<file path="config.mk">
export PLATFORM = sky130hd
export DESIGN_NAME = lcd_hd44780_driver
export DESIGN_NICKNAME = d
export VERILOG_FILES = /design/src/rtl/lcd_hd44780_driver.sv
export SDC_FILE = /design/constraint.sdc
export NUM_CORES = 1
export LEC_CHECK = 0
export ABC_AREA = 1
export BUFFER_PORTS_ARGS = -buffer_cell sky130_fd_sc_hd__buf_2
export CAP_MARGIN = 20
export CORE_MARGIN = 2
export CORE_UTILIZATION = 40
export CTS_CLUSTER_SIZE = 25
export DETAILED_ROUTE_END_ITERATION = 7
export GPL_TIMING_DRIVEN = 0
export PLACE_DENSITY = 0.57
export RECOVER_POWER = 50
export REMOVE_ABC_BUFFERS = 1
export SYNTH_ARGS = -nofsm -noshare
export SYNTH_HDL_FRONTEND = slang
export SYNTH_SLANG_ARGS = --single-unit
</file>
<file path="constraint.sdc">
create_clock -name clk -period 2 [get_ports clk]
set_clock_uncertainty 0.15 [all_clocks]
set_input_delay 0.2 -clock clk [delete_from_list [all_inputs] [get_ports clk]]
set_output_delay 0.2 -clock clk [all_outputs]
set_load 0.01 [all_outputs]
</file>
<file path="src/rtl/lcd_hd44780_driver.sv">
// HD44780 8-bit bus write engine: runs the power-on init sequence, then issues one
// timed EN strobe plus execution wait for every byte accepted over valid/ready.
module lcd_hd44780_driver #(
  parameter int unsigned PWR_WAIT_CYC   = 1000000,
  parameter int unsigned SETUP_CYC      = 4,
  parameter int unsigned PULSE_CYC      = 25,
  parameter int unsigned CMD_WAIT_CYC   = 2000,
  parameter int unsigned CLEAR_WAIT_CYC = 82000
) (
  input  logic       clk,
  input  logic       rst_n,
  input  logic       in_valid,
  input  logic       in_rs,
  input  logic [7:0] in_data,
  output logic       in_ready,
  output logic       init_done,
  output logic       EN,
  output logic       RS,
  output logic       RW,
  output logic [7:0] data
);

  function automatic int unsigned max2(input int unsigned a, input int unsigned b);
    return (a > b) ? a : b;
  endfunction

  localparam int unsigned MAX_CYC = max2(max2(max2(PWR_WAIT_CYC, SETUP_CYC),
                                              max2(PULSE_CYC, CMD_WAIT_CYC)),
                                         CLEAR_WAIT_CYC);
  localparam int unsigned CNT_W   = (MAX_CYC > 1) ? $clog2(MAX_CYC) : 1;
  localparam int unsigned IDX_W   = 3;
  localparam logic [IDX_W-1:0] LAST_IDX = IDX_W'(5);

  typedef enum logic [2:0] {
    PWR_WAIT = 3'd0,
    SETUP    = 3'd1,
    PULSE    = 3'd2,
    HOLD     = 3'd3,
    IDLE     = 3'd4
  } state_e;

  // Power-on command list: function set x3, display on, clear, entry mode.
  function automatic logic [7:0] init_rom(input logic [IDX_W-1:0] idx);
    logic [7:0] b;
    case (idx)
      3'd0, 3'd1, 3'd2: b = 8'h38;
      3'd3:             b = 8'h0C;
      3'd4:             b = 8'h01;
      default:          b = 8'h06;
    endcase
    return b;
  endfunction

  state_e           state_q, state_d;
  logic [CNT_W-1:0] cnt_q, cnt_d;
  logic [IDX_W-1:0] idx_q, idx_d;
  logic             rs_q, rs_d;
  logic [7:0]       data_q, data_d;
  logic             en_q, en_d;
  logic             ready_q, ready_d;
  logic             done_q, done_d;
  logic             long_wait_c;
  logic [CNT_W-1:0] hold_last_c;

  // Clear and return-home need the long execution wait.
  assign long_wait_c = !rs_q && (data_q == 8'h01 || data_q == 8'h02 || data_q == 8'h03);
  assign hold_last_c = long_wait_c ? CNT_W'(CLEAR_WAIT_CYC - 1) : CNT_W'(CMD_WAIT_CYC - 1);

  // Next-state logic; cnt counts cycles already spent in the current state.
  always_comb begin
    state_d = state_q;
    cnt_d   = cnt_q + CNT_W'(1);
    idx_d   = idx_q;
    rs_d    = rs_q;
    data_d  = data_q;
    done_d  = done_q;

    case (state_q)
      PWR_WAIT: begin
        if (cnt_q == CNT_W'(PWR_WAIT_CYC - 1)) begin
          state_d = SETUP;
          cnt_d   = '0;
          idx_d   = '0;
          rs_d    = 1'b0;
          data_d  = init_rom(IDX_W'(0));
        end
      end
      SETUP: begin
        if (cnt_q == CNT_W'(SETUP_CYC - 1)) begin
          state_d = PULSE;
          cnt_d   = '0;
        end
      end
      PULSE: begin
        if (cnt_q == CNT_W'(PULSE_CYC - 1)) begin
          state_d = HOLD;
          cnt_d   = '0;
        end
      end
      HOLD: begin
        if (cnt_q == hold_last_c) begin
          cnt_d = '0;
          if (done_q) begin
            state_d = IDLE;
          end else if (idx_q != LAST_IDX) begin
            idx_d   = idx_q + IDX_W'(1);
            rs_d    = 1'b0;
            data_d  = init_rom(idx_q + IDX_W'(1));
            state_d = SETUP;
          end else begin
            done_d  = 1'b1;
            state_d = IDLE;
          end
        end
      end
      IDLE: begin
        cnt_d = '0;
        if (in_valid && ready_q) begin
          rs_d    = in_rs;
          data_d  = in_data;
          state_d = SETUP;
        end
      end
      default: begin
        state_d = PWR_WAIT;
        cnt_d   = '0;
      end
    endcase

    en_d    = (state_d == PULSE);
    ready_d = (state_d == IDLE);
  end

  always_ff @(posedge clk or negedge rst_n) begin
    if (!rst_n) begin
      state_q <= PWR_WAIT;
      cnt_q   <= '0;
      idx_q   <= '0;
      rs_q    <= 1'b0;
      data_q  <= 8'h00;
      en_q    <= 1'b0;
      ready_q <= 1'b0;
      done_q  <= 1'b0;
    end else begin
      state_q <= state_d;
      cnt_q   <= cnt_d;
      idx_q   <= idx_d;
      rs_q    <= rs_d;
      data_q  <= data_d;
      en_q    <= en_d;
      ready_q <= ready_d;
      done_q  <= done_d;
    end
  end

  assign EN        = en_q;
  assign RS        = rs_q;
  assign RW        = 1'b0;
  assign data      = data_q;
  assign in_ready  = ready_q;
  assign init_done = done_q;

endmodule

</file>
==> flow_summary.yaml <==
grt:
  via_count_of_the_first_global_routing_pass: 2297
  grt_antenna_before_repair: 0
  grt_pass1_wl_mm: 11.0
  grt_overflow_total: 0
  grt_util_all_layers_pct: 19.3
  grt_start_max_net_pins: 39
floorplanning:
  design.die.area_sq_um: 7030
  die_height_um: 83.9
  horiz_die_dim_um: 83.9
  floorplan.initialDensity_pct: 40.9
  floorplan.rows: 29
  floorplan.io_pins: 25
  core_area_sq_um: 6240
synthesis:
  yosys-top-cells-area: "sky130_fd_sc_hd__dfrtp_1 (37%), sky130_fd_sc_hd__nand2_1 (13%), sky130_fd_sc_hd__a21oi_2 (6.5%)"
  syn-mean-instance-area_sq_um: 7.78
  area_of_the_mapped_netlist_sq_um: 2550
  synth-seq-cells: 38
  synthDistinctLibCells: 33
  synth_async_sr_flop_share_pct: 100
  yosysMostFrequentCell: "sky130_fd_sc_hd__nand2_1"
  yosysTopAreaCell: "sky130_fd_sc_hd__dfrtp_1"
  ys_dominant_reg_cell: "sky130_fd_sc_hd__dfrtp_1"
  yosysWarnings: 0
  sequential_share_of_the_synthesized_area_pct: 37.3
  synth-edff-count: 0
  synth.top_cells.by_count: "sky130_fd_sc_hd__nand2_1 (90), sky130_fd_sc_hd__dfrtp_1 (38), sky130_fd_sc_hd__nor2_1 (35), sky130_fd_sc_hd__inv_1 (32), sky130_fd_sc_hd__nand3_1 (21)"
  area_fraction_of_the_dominant_cell_type_after_synthesis_pct: 37.3
  syn_inst: 328
setup_path:
  critical_path_required_ns: 2.03
  worst_path_max_delay_cell: "sky130_fd_sc_hd__dfrtp_2"
  cp_num_cells: 8
  worstSetupPathType: "reg -> reg"
  worst-endpoint-arrival_ns: 1.98
  path_delay_family: "simple AND/OR/NAND/NOR gates"
  critPathMaxStageDelay_ns: 0.45
  critical_path.cell_chain: "inv_2 > ha_4 > nand2_1 > nor3_2 > nand3_2 > a21oi_4 > clkbuf_16 > a21oi_2"
  path_max_fanout: 5
  critPathLaunchType: "flip-flop"
  reg2reg_depth: 8
  endpoint_kind: "flip-flop"
  critical_path_buf_inv_count: 2
cells_and_area:
  antenna_cells_inserted: 0
  number_of_nets_in_the_finished_design: 409
  layout.cells.non_filler: 467
  area_delta_synth_final_pct: 30.1
  utilization_pct: 53.2
  drive_above_1_share_pct: 31.3
pwr:
  design_power_total_mw: 1.36
  p_per_area_nw_per_um2: 410
  irDropWorstVdd_v: 0.000349
  p_leak_nw: 1.44
timing:
  setup_tns_ns: 0
  timing_hold_violations_final: 0
  layout_min_cycle_time_ns: 1.96
  share_of_the_clock_period_used_by_the_worst_path_after_layout_pct: 97.9
  final-setup-viol-count: 0
  timing_worst_slew_pin_value_ns: 0.968
  max-slew-margin-rel_pct: 35.5
  max_clock_freq_mhz: 511
  slew_viol_final: 0
run_status:
  outcome: "finished, final reports clean"
detailed_routing:
  count_of_routing_violations_after_the_opening_detailed_route_iteration: 84
  dr_total_vias: 2391
  detail_route.first_pass.iterations: 4
  drc_errors: 0
  route.detailed.wl_per_inst_um: 14.3
  totalWireLength_mm: 6.68
  postRouteAntennaNets: 0
  via_per_inst: 5.12
placed_design:
  dp.cells: 421
  dp_hpwl_mm: 4.27
  number_of_buffers_added_on_ports: 23
  globalplace.congestion: 0.844
hold_path:
  timing.hold.worst_path_depth: 5
  hp-class: "in -> reg"
clocking:
  tritoncts: "done"
  clkTransAtPathRegs_ns: 0.08
  number_of_buffers_on_the_longest_clock_path: 2
  cts_made_buffers: 5
  cts_sinks: 38
  worst_skew_pair.late_latency_ns: 0.29
  ctsHtreeMaxLevel: 2
  ctsRootBufferMaster: "sky130_fd_sc_hd__clkbuf_8"
flow_run:
  max-cap-violations: 0
-- cell usage in the layout (no fill, tap or decap), drive strengths merged --
| master | instances |
|---|---|
| xor2 | 12 |
| nand2 | 95 |
| dfrtp | 38 |
| clkinv | 1 |
| xnor2 | 3 |
| buf | 41 |
| nand3b | 1 |
| o31ai | 3 |
| a22o | 1 |
| conb | 1 |
| nor2 | 38 |
| clkbuf | 21 |
| dlygate4sd3 | 4 |
| nand3 | 24 |
| ha | 8 |
| nand4 | 14 |
| o21a | 1 |
| inv | 34 |
| a21oi | 22 |
| nor3 | 18 |
| a21boi | 2 |
| and3 | 1 |
| o21ai | 7 |
-- logic make-up after synthesis --
group	count (synthesis)	share of synthesized area, %
DFF	38	37.3
buffers and inverters	41	7.65
xor gates and xnor gates	15	5.15
and+or+nand+nor	190	34.4
other	1	0.147
adders and majority gates	8	3.92
AOI/OAI and AO/OA	35	11.4
-- sequential cells by signal, summed over array words and instances (netlist names) --
name / count
EN: 1
RS: 1
cnt_q: 20
data: 8
idx_q: 3
in_ready: 1
init_done: 1
state_q: 3
-- layout make-up --
type	instances	area, sq um
well taps	77	96.3
repair buffers	59	435
inverters	34	128
multi-input cells	251	1610
clock buffers	7	86.3
fillers	592	2920
clock inverters	1	5.00
flip-flops and latches	38	961
-- where the power goes --
part / total [mW] / internal [mW] / switching [mW]
Clock: 0.563 / 0.279 / 0.285
Combinational: 0.0317 / 0.0124 / 0.0193
Sequential: 0.767 / 0.767 / 0
Total: 1.36 / 1.06 / 0.304
-- worst register-to-register path: stages, from the launching register on --
cell	delay [ns]
sky130_fd_sc_hd__dfrtp_2	0.45
sky130_fd_sc_hd__inv_2	0.10
sky130_fd_sc_hd__ha_4	0.12
sky130_fd_sc_hd__nand2_1	0.06
sky130_fd_sc_hd__nor3_2	0.23
sky130_fd_sc_hd__nand3_2	0.20
sky130_fd_sc_hd__a21oi_4	0.28
sky130_fd_sc_hd__clkbuf_16	0.20
sky130_fd_sc_hd__a21oi_2	0.05
-- path summary, 6_finish.rpt --
| check | from | end | slack (ns) |
|---|---|---|---|
| min in group asynchronous | rst_n | cnt_q[12]$_DFF_PN0_ | 0.43 |
| worst max-delay path | cnt_q[0]$_DFF_PN0_ | cnt_q[17]$_DFF_PN0_ | 0.04 |
| worst min register to register | data[5]$_DFFE_PN0P_ | data[5]$_DFFE_PN0P_ | 0.35 |
| worst min-delay path | in_data[5] | data[5]$_DFFE_PN0P_ | 0.13 |
| worst max register to register | cnt_q[0]$_DFF_PN0_ | cnt_q[17]$_DFF_PN0_ | 0.04 |
| max in group asynchronous | rst_n | cnt_q[10]$_DFF_PN0_ | 0.59 |
-- per-layer routing --
metal  routed length (um)  global-route usage [%]  vias to the layer above
met4                  146                    6.01                        0
met2                 3300                    32.2                       49
met1                 3010                    25.8                     1135
met3                  224                    3.07                       13
li1                     -                       -                     1194
met5                    0                       0                        -
-- stage by stage --
stage,hold slack (ns),setup WS (ns),area [sq um]
after global routing,0.143,-0.00382,3320
after floorplan,-0.246,-0.197,2480
final,0.130,0.0426,3320
after detailed placement,0.218,-0.654,2700
after CTS,0.121,0.00312,3000
after global placement,0.220,-0.644,2700
-- what timing repair did --
action | 4_1_cts | 5_1_grt
setup endpoints to repair | 35 | 34
endpoints found under the hold margin | 41 | 0
gates resized for setup | 12 | 36
hold buffers | 4 | 0
buffers inserted | 7 | 24
gates cloned | 2 | 1
pin swaps | 3 | 8
(Power assumes the default switching activity.)
